[config.mk]
export PLATFORM = sky130hd
export DESIGN_NAME = tick_rate_ctrl
export DESIGN_NICKNAME = d
export VERILOG_FILES = /design/src/rtl/tick_rate_ctrl_pkg.sv /design/src/rtl/tick_rate_ctrl_tick_counter.sv /design/src/rtl/tick_rate_ctrl.sv
export SDC_FILE = /design/constraint.sdc
export NUM_CORES = 1
export LEC_CHECK = 0
export CORE_MARGIN = 2
export CORE_UTILIZATION = 40
export CTS_BUF_LIST = sky130_fd_sc_hd__clkbuf_16
export DETAILED_ROUTE_END_ITERATION = 10
export DONT_BUFFER_PORTS = 1
export PLACE_DENSITY = 0.6
export SLEW_MARGIN = 0
export SYNTH_ARGS = -nofsm -noshare
export SYNTH_HDL_FRONTEND = slang
export SYNTH_SLANG_ARGS = --single-unit
[constraint.sdc]
create_clock -name clk -period 3.4 [get_ports clk]
set_clock_uncertainty 0.05 [all_clocks]
set_input_delay 0.51 -clock clk [delete_from_list [all_inputs] [get_ports clk]]
set_output_delay 0.51 -clock clk [all_outputs]
set_load 0.02 [all_outputs]
[src/rtl/tick_rate_ctrl_pkg.sv]
// Shared definitions for the tick rate controller: FSM encoding and division limits.
package tick_rate_ctrl_pkg;

    typedef enum logic [1:0] {
        ST_IDLE = 2'd0,
        ST_RUN  = 2'd1,
        ST_DONE = 2'd2
    } state_t;

    // 250000 cycles of 50 MHz gives a 100 Hz clk_out (two ticks per clk_out period).
    localparam int DEFAULT_DIV = 250000;

    // Smallest usable period; anything shorter is raised to this.
    localparam int MIN_DIV = 2;

endpackage

[src/rtl/tick_rate_ctrl_tick_counter.sv]
// Period counter: clear has priority over increment; tc flags the last cycle of a period.
module tick_counter
    import tick_rate_ctrl_pkg::*;
#(
    parameter int CNT_W = 25
) (
    input  logic             clk,
    input  logic             reset,
    input  logic             clr,
    input  logic             en,
    input  logic [CNT_W-1:0] div,
    output logic             tc
);

    logic [CNT_W-1:0] count_q;
    logic [CNT_W-1:0] count_d;

    // Next count: restart from zero on clear, otherwise advance when enabled.
    always_comb begin
        count_d = count_q;
        if (clr) begin
            count_d = '0;
        end else if (en) begin
            count_d = count_q + 1'b1;
        end
    end

    // Count register.
    always_ff @(posedge clk or posedge reset) begin
        if (reset) begin
            count_q <= '0;
        end else begin
            count_q <= count_d;
        end
    end

    // div is never below MIN_DIV, so div-1 cannot underflow.
    assign tc = (count_q == div - 1'b1);

endmodule

[src/rtl/tick_rate_ctrl.sv]
// Run/stop controller for the clock-division resource: tick enable, clk_out,
// burst mode and a one-deep pending config applied on period boundaries.
//
// Config handshake: a transfer happens on a rising clk edge where
// cfg_valid && cfg_ready; cfg_ready is high whenever the pending slot is empty.
module tick_rate_ctrl
    import tick_rate_ctrl_pkg::*;
#(
    parameter int CNT_W       = 25,
    parameter int DEFAULT_DIV = tick_rate_ctrl_pkg::DEFAULT_DIV,
    parameter int BURST_W     = 8
) (
    input  logic               clk,
    input  logic               reset,
    input  logic [CNT_W-1:0]   cfg_div,
    input  logic [BURST_W-1:0] cfg_burst,
    input  logic               cfg_valid,
    output logic               cfg_ready,
    input  logic               start,
    input  logic               stop,
    output logic               tick,
    output logic               clk_out,
    output logic               busy,
    output logic               done,
    output logic [BURST_W-1:0] tick_count
);

    state_t             state_q,      state_d;
    logic [CNT_W-1:0]   div_active_q, div_active_d;
    logic [CNT_W-1:0]   pend_div_q,   pend_div_d;
    logic               pend_full_q,  pend_full_d;
    logic [BURST_W-1:0] burst_cfg_q,  burst_cfg_d;
    logic [BURST_W-1:0] burst_left_q, burst_left_d;
    logic               clk_out_q,    clk_out_d;
    logic [BURST_W-1:0] tick_count_q, tick_count_d;

    logic               cnt_clr;
    logic               cnt_en;
    logic               cnt_tc;
    logic               accept;
    logic               tick_w;
    logic [CNT_W-1:0]   cfg_div_c;

    tick_counter #(
        .CNT_W (CNT_W)
    ) u_tick_counter (
        .clk   (clk),
        .reset (reset),
        .clr   (cnt_clr),
        .en    (cnt_en),
        .div   (div_active_q),
        .tc    (cnt_tc)
    );

    // Handshake, clamped request and tick qualification (stop suppresses a tick).
    always_comb begin
        accept    = cfg_valid && !pend_full_q;
        cfg_div_c = (cfg_div < CNT_W'(MIN_DIV)) ? CNT_W'(MIN_DIV) : cfg_div;
        tick_w    = (state_q == ST_RUN) && cnt_tc && !stop;
    end

    // Next-state and config application for the run/stop FSM.
    always_comb begin
        state_d      = state_q;
        div_active_d = div_active_q;
        pend_div_d   = pend_div_q;
        pend_full_d  = pend_full_q;
        burst_cfg_d  = burst_cfg_q;
        burst_left_d = burst_left_q;
        clk_out_d    = clk_out_q;
        tick_count_d = tick_count_q;
        cnt_clr      = 1'b0;
        cnt_en       = 1'b0;

        case (state_q)
            ST_IDLE: begin
                if (accept) begin
                    div_active_d = cfg_div_c;
                    burst_cfg_d  = cfg_burst;
                end
                if (start && !stop) begin
                    state_d      = ST_RUN;
                    cnt_clr      = 1'b1;
                    tick_count_d = '0;
                    burst_left_d = burst_cfg_q;
                end
            end

            ST_RUN: begin
                // Burst length is latched at start, so a new one just waits here.
                if (accept) begin
                    burst_cfg_d = cfg_burst;
                end
                if (stop) begin
                    // Leave IDLE with no pending value: apply whatever was offered.
                    state_d     = ST_IDLE;
                    cnt_clr     = 1'b1;
                    clk_out_d   = 1'b0;
                    pend_full_d = 1'b0;
                    if (accept) begin
                        div_active_d = cfg_div_c;
                    end else if (pend_full_q) begin
                        div_active_d = pend_div_q;
                    end
                end else begin
                    if (tick_w) begin
                        cnt_clr      = 1'b1;
                        clk_out_d    = !clk_out_q;
                        tick_count_d = tick_count_q + 1'b1;
                        if (pend_full_q) begin
                            div_active_d = pend_div_q;
                            pend_full_d  = 1'b0;
                        end
                        // burst_left of zero means continuous mode.
                        if (burst_left_q != '0) begin
                            burst_left_d = burst_left_q - 1'b1;
                            if (burst_left_q == BURST_W'(1)) begin
                                state_d = ST_DONE;
                            end
                        end
                    end else begin
                        cnt_en = 1'b1;
                    end
                    // Pending slot is empty whenever accept is high.
                    if (accept) begin
                        pend_div_d  = cfg_div_c;
                        pend_full_d = 1'b1;
                    end
                end
            end

            ST_DONE: begin
                state_d = ST_IDLE;
                if (accept) begin
                    div_active_d = cfg_div_c;
                    burst_cfg_d  = cfg_burst;
                end
            end

            default: begin
                state_d = ST_IDLE;
            end
        endcase
    end

    // Controller registers; reset discards any pending config.
    always_ff @(posedge clk or posedge reset) begin
        if (reset) begin
            state_q      <= ST_IDLE;
            div_active_q <= CNT_W'(DEFAULT_DIV);
            pend_div_q   <= '0;
            pend_full_q  <= 1'b0;
            burst_cfg_q  <= '0;
            burst_left_q <= '0;
            clk_out_q    <= 1'b0;
            tick_count_q <= '0;
        end else begin
            state_q      <= state_d;
            div_active_q <= div_active_d;
            pend_div_q   <= pend_div_d;
            pend_full_q  <= pend_full_d;
            burst_cfg_q  <= burst_cfg_d;
            burst_left_q <= burst_left_d;
            clk_out_q    <= clk_out_d;
            tick_count_q <= tick_count_d;
        end
    end

    assign cfg_ready  = !pend_full_q;
    assign tick       = tick_w;
    assign clk_out    = clk_out_q;
    assign busy       = (state_q == ST_RUN);
    assign done       = (state_q == ST_DONE);
    assign tick_count = tick_count_q;

endmodule

# Yosys cells after proc, flatten, opt, wreduce, memory -nomap -nowiden
# Index checks and enable logic that the tools add are counted.
totals:
  ff_bits: 103
  latchBits: 0
  ramBits: 0
  mem_bits_ro: 0
  out_inout_bits: 13
  wordCells: 87
  mem_count: 0
classes:
  n_addsub: 4
  mul: 0
  n_div: 0
  n_lt_le_gt_ge: 1
  n_eq_ne: 12
  n_shift: 0
  n_mux: 36
  bitwise_logic: 1
  reduce_logical: 24
ops:
  columns: ["op", "count"]
  rows:
  - ["25-bit 2-to-1 mux", 8]
  - ["8-bit 2-to-1 mux", 7]
  - ["25-bit case mux with 2 select lines", 1]
  - ["8-bit case mux with 2 select lines", 2]
  - ["25-bit by 1-bit adder with 25-bit output, second input constant", 1]
  - ["25-bit == test", 1]
  - ["25-bit by 2-bit less-than comparator with 1-bit output, second input constant", 1]
  - ["25-bit by 1-bit subtractor with 25-bit output, second input constant", 1]
  - ["1-bit 2-to-1 mux", 11]
  - ["2-bit 2-to-1 mux", 5]
  - ["8-bit by 1-bit adder with 8-bit output, second input constant", 1]
  - ["8-bit by 1-bit == test with 1-bit output, second input constant", 1]
  - ["4-bit AND reduction", 2]
  - ["2-bit nonzero test", 4]
  - ["8-bit nonzero test", 1]
  - ["8-bit by 1-bit subtractor with 8-bit output, second input constant", 1]
  - ["2-bit != test, second input constant", 3]
  - ["3-bit by 2-bit != test with 1-bit output, second input constant", 2]
  - ["2-bit AND reduction", 3]
  - ["3-bit AND reduction", 2]
  - ["5-bit AND reduction", 1]
  - ["1-bit logical AND", 4]
  - ["2-bit by 1-bit != test with 1-bit output, second input constant", 2]
  - ["2-bit case mux with 2 select lines", 1]
  - ["other kinds (10)", 12]

# Longest topological paths before layout
# Gate-level depths: netlist of run 1.
logic_depth:
  word_depth: 9
  ltp_mapped: 12

# By module
# A second synthesis of run 1 with hierarchy kept.
unflattened:
  hier_cells: 579
  hier_area_um2: 5839.4
by_module_without_submodules:
  columns: ["module", "instances", "cells_per_inst", "area_per_inst_um2", "seq_area_each_um2"]
  rows:
  - ["tick_rate_ctrl", 1, 313, 3688.5, 1960.6]
  - ["tick_counter", 1, 266, 2150.8, 625.6]

# Worst setup path after synthesis of run 1
# Ideal clock, no wire load.
synth_path:
  path_kind: "reg2out"
  startpoint: "register div_active_q[4]"
  endpoint: "output port tick"
  t_arrival_ns: 2.827
  required_time_ns: 2.840
  path_slack_ns: 0.013
  path_stages_with_launch: 9
  path_cell_list: "dfstp_2 buf_6 nor4_4 nand4_4 nor3_1 mux2_2 o31ai_1 nand4b_1 nor3_1"
synth_via:
  elab_chain_cells: 4
synth_lines:
  columns: ["element", "line", "text"]
  rows:
  - ["start: declaration", "tick_rate_ctrl.sv:29", "logic [CNT_W-1:0] div_active_q, div_active_d;"]
  - ["start signal: assignment", "tick_rate_ctrl.sv:150", "div_active_q <= CNT_W'(DEFAULT_DIV);"]
  - ["start signal: assignment", "tick_rate_ctrl.sv:159", "div_active_q <= div_active_d;"]
  - ["25-bit by 1-bit subtractor with 25-bit output", "tick_rate_ctrl_tick_counter.sv:38", "assign tc = (count_q == div - 1'b1);"]
  - ["25-bit == test", "tick_rate_ctrl_tick_counter.sv:38", null]
  - ["1-bit logical AND (2 in a row)", "tick_rate_ctrl.sv:59", "tick_w = (state_q == ST_RUN) && cnt_tc && !stop;"]
  - ["end: declaration", "tick_rate_ctrl.sv:21", "output logic tick,"]
# No other way between the ends.

# Worst setup path in the final report of run 1
layout_path:
  startpoint: "register div_active_q[0]"
  endpoint: "output port tick"
# Same word-level chain as after synthesis.

==> results summary, run 1 <==
The total negative slack is 0 ns. The detail route stage leaves a number of antenna-violating nets equal to 0. The ratio of total power to cell area came out at 645 nW/µm². The cts-stage hold buffer count is 0. The H-tree level count came out at 3. The cell at the slowest stage of the critical path is sky130_fd_sc_hd__or4_1. The highest cell delay on the worst timing path is 0.60 ns. The area taken by multi-input logic gates is 3280 µm². The pin count of the biggest net entering global routing is 57. The average cell area after synthesis came out at 10.0 µm².

The minimum clock period after layout came out at 3.37 ns. The count of buffering cells on the critical path with inverters included is 1. The measured slew at the worst slew-check pin came out at 1.08 ns. 0 antenna diodes ended up in the layout.

The combined global-route utilization of all metal layers is 19.2%. The die covers 15900 µm². The static leakage is 2.62 nW. The global route total overflow came out at 0. The final max-slew violation count is 0. Of the cells placed in the final design, the portion with a size suffix greater than 1 is 21.3%. Wires add up to 14.8 mm. The sequential cell area in the final layout is 2590 µm².

The floorplan has 44 rows. The number of filler cells placed in the layout is 1374. Using the TritonRoute via totals, the vias-per-cell ratio works out to 6.02.

The area of the mapped netlist came out at 5950 µm². The count of routing violations after the opening detailed-route iteration came out at 243. Once the floorplan was initialized, standard cells occupied 40.9% of the core. The final-stage net count is 653. The number of global-route vias before repair came out at 4831. After detailed routing, the average wire length per cell comes to 18.5 µm.

The tree is rooted in a sky130_fd_sc_hd__clkbuf_16. The weighted congestion reported at the end of routability-driven placement is 0.924. The flip-flop cell with the highest count after synthesis is sky130_fd_sc_hd__dfrtp_1. Counting every net in the synthesized netlist gives 638. STA classifies the critical path startpoint as a register. The worst-case hold slack is 0.0796 ns. The total vias in the final route is 4807.

The critical-path maximum fanout came out at 6. Setup repair after global routing could not meet its margin everywhere. The post-place instance area is 6290 µm². No sink is reached through more buffers than the 2 on the longest clock path. Dividing the final minimum period by the clock period gives 99.1%. The wire length of the first global-routing pass came out at 24.8 mm. The core region is 14500 µm². After synthesis, the cell types taking the most area are sky130_fd_sc_hd__dfrtp_1 40%, sky130_fd_sc_hd__o22a_1 6.9%, sky130_fd_sc_hd__mux2_2 6.2%, sky130_fd_sc_hd__xnor2_1 3.5%, sky130_fd_sc_hd__dfstp_2 3.1%.

Clock-pin slew was measured on the worst setup and hold paths at 0.07 ns. The number of antenna violations at the first check in global routing came out at 0. The worst slew margin relative to its limit is 28.1%. The post-synthesis cell count is 595. Pin placement for this block handled 51 I/O pins. The kind of critical path is reg2out. The number of flops mapped to enable cells by yosys is 0. The fmax is 297 MHz. The share of the synthesized area in the top cell type is 40.4%. The port buffer count came out at 0. The total chip power is 4.35 mW. The worst setup path is captured at an output port. The library cell used most frequently in the layout, excluding fill and tap cells, is sky130_fd_sc_hd__dfrtp_1.

Measured along the y axis, the die boundary spans 126 µm. From left edge to right edge, the die measures 126 µm. The number of synthesized register bits is 103.

The critical path goes through or4_1 -> mux2_2 -> a21oi_1 -> nor4_4 -> nand4b_1 -> nor3_2 -> buf_4. The maximum resistive drop on vdd came out at 0.435 mV. The total CTS buffers came out at 9.

The clock drives 103 sinks. The biggest area contributor in the post-synthesis netlist is sky130_fd_sc_hd__dfrtp_1. Leaving out fill and tap cells, the most frequent cells in the layout are 93 x sky130_fd_sc_hd__dfrtp_1, 47 x sky130_fd_sc_hd__o22a_1, 35 x sky130_fd_sc_hd__a21oi_1, 33 x sky130_fd_sc_hd__mux2_2, 31 x sky130_fd_sc_hd__nand2_1. The sequential fraction of the synthesis area came out at 43.5%. TritonCTS built the clock tree. The area added between synthesis and finish came out at 13.4%. The source-to-sink clock delay at the later pin of the worst-skew pair came out at 0.36 ns. In this run, distinct cell masters in the synthesized netlist total 66. The total of max-cap violations is 0.

The cell family contributing the most delay on the critical path is simple AND/OR/NAND/NOR gates. The final instance area is 6750 µm². The first detailed-routing pass ran for 5 iterations. The count of synthesis-stage warnings from yosys came out at 0. The worst hold path belongs to the class in2async. The number of endpoints with negative hold slack in the final report came out at 0.

At the worst endpoint, the arrival time is 2.81 ns. The total setup violations reported at the end of the flow came out at 0. The HPWL reported at the end of detailed placement is 10.7 mm. The run finished with clean final reports. The DRC violation count after routing is 0.

The share of synthesized flip-flops with an asynchronous set or reset came out at 100%. Data on the critical path is required at its endpoint by 2.84 ns.
power breakdown:
part | switching (mW) | internal, mW
logic | 0.601 | 0.652
registers | 0.449 | 1.63
clock network | 0.505 | 0.513
state kept, by name, summed over array words and instances, names as in the netlist:
register,cells
burst_left_q,8
pend_full_q,1
clk_out,1
tick_count,8
div_active_q,25
burst_cfg_q,8
state_q,2
u_tick_counter.count_q,25
pend_div_q,25
kinds of logic after synthesis:
kind of cell / after synthesis / synth area share [%]
buffers and inverters: 51 / 3.49
xor gates and xnor gates: 37 / 5.45
AOI/OAI and AO/OA: 159 / 18.6
DFF: 103 / 43.5
adders and majority gates: 5 / 1.05
muxes: 40 / 7.42
and+or+nand+nor: 200 / 20.5
worst paths after layout:
kind / cells after the start / startpoint / end / slack [ns]
setup / recovery: 7 / div_active_q[0]$_DFFE_PP0P_ / tick / 0.03
hold / removal: 1 / reset / pend_div_q[19]$_DFFE_PP0P_ / 0.08
setup reg to reg: 9 / div_active_q[0]$_DFFE_PP0P_ / burst_left_q[5]$_DFFE_PP0P_ / 0.24
hold reg to reg: 2 / pend_div_q[1]$_DFFE_PP0P_ / pend_div_q[1]$_DFFE_PP0P_ / 0.44
max in group asynchronous: 2 / reset / u_tick_counter.count_q[19]$_DFFE_PP0P_ / 2.52
min in group clk: 1 / stop / state_q[1]$_DFFE_PP0P_ / 0.17
metal layers:
metal	global-route usage, %	wire, µm	vias to the layer above
met5	0	0	-
met4	6.66	229	0
met3	3.36	677	16
met2	31.2	7080	107
met1	26.2	6810	2401
li1	-	-	2283
synth_stat cells (7+ instances only):
| master | count |
|---|---|
| sky130_fd_sc_hd__a21oi_1 | 36 |
| sky130_fd_sc_hd__buf_2 | 7 |
| sky130_fd_sc_hd__clkbuf_1 | 19 |
| sky130_fd_sc_hd__dfrtp_1 | 96 |
| sky130_fd_sc_hd__dfstp_2 | 7 |
| sky130_fd_sc_hd__inv_1 | 24 |
| sky130_fd_sc_hd__mux2_2 | 33 |
| sky130_fd_sc_hd__mux2i_1 | 7 |
| sky130_fd_sc_hd__nand2_1 | 31 |
| sky130_fd_sc_hd__nand3_1 | 18 |
| sky130_fd_sc_hd__nand4_1 | 17 |
| sky130_fd_sc_hd__nor2_1 | 27 |
| sky130_fd_sc_hd__nor3_1 | 17 |
| sky130_fd_sc_hd__nor4_1 | 15 |
| sky130_fd_sc_hd__o21ai_0 | 30 |
| sky130_fd_sc_hd__o22a_1 | 47 |
| sky130_fd_sc_hd__o31ai_1 | 12 |
| sky130_fd_sc_hd__or3_1 | 17 |
| sky130_fd_sc_hd__or4_1 | 9 |
| sky130_fd_sc_hd__xnor2_1 | 24 |
| sky130_fd_sc_hd__xor2_1 | 13 |
cell type report:
cell class,instances,area share (%)
clock inverters,7,0.890
flip-flops and latches,103,38.4
multi-input cells,441,48.6
well taps,184,3.41
inverters,24,1.37
repair buffers,31,4.00
clock buffers,9,3.34
per-stage QoR:
step	instances	setup slack, ns	utilization (%)
4_1_cts	793	-0.0280	45.5
3_3_place_gp	776	0.127	43.3
3_5_place_dp	776	0.0999	43.3
2_1_floorplan	595	0.0135	-
5_1_grt	799	-0.0882	46.4
6_report	799	0.0313	46.4
what timing repair did:
item | CTS | global route
pin swaps | 1 | 10
gates cloned | 0 | 0
endpoints found under the setup margin | 1 | 41
buffers inserted | 1 | 6
resized for setup | 5 | 19
Power figures use the tool's default switching activity.
==> inputs of run 2 (changes only) <==
--- a/config.mk
+++ b/config.mk
@@ -7,7 +7,6 @@
 export LEC_CHECK = 0
 export CORE_MARGIN = 2
 export CORE_UTILIZATION = 40
-export CTS_BUF_LIST = sky130_fd_sc_hd__clkbuf_16
 export DETAILED_ROUTE_END_ITERATION = 10
 export DONT_BUFFER_PORTS = 1
 export PLACE_DENSITY = 0.6
==> results of run 2 <==
The final DEF is identical to that of run 1; final timing and power are the same.
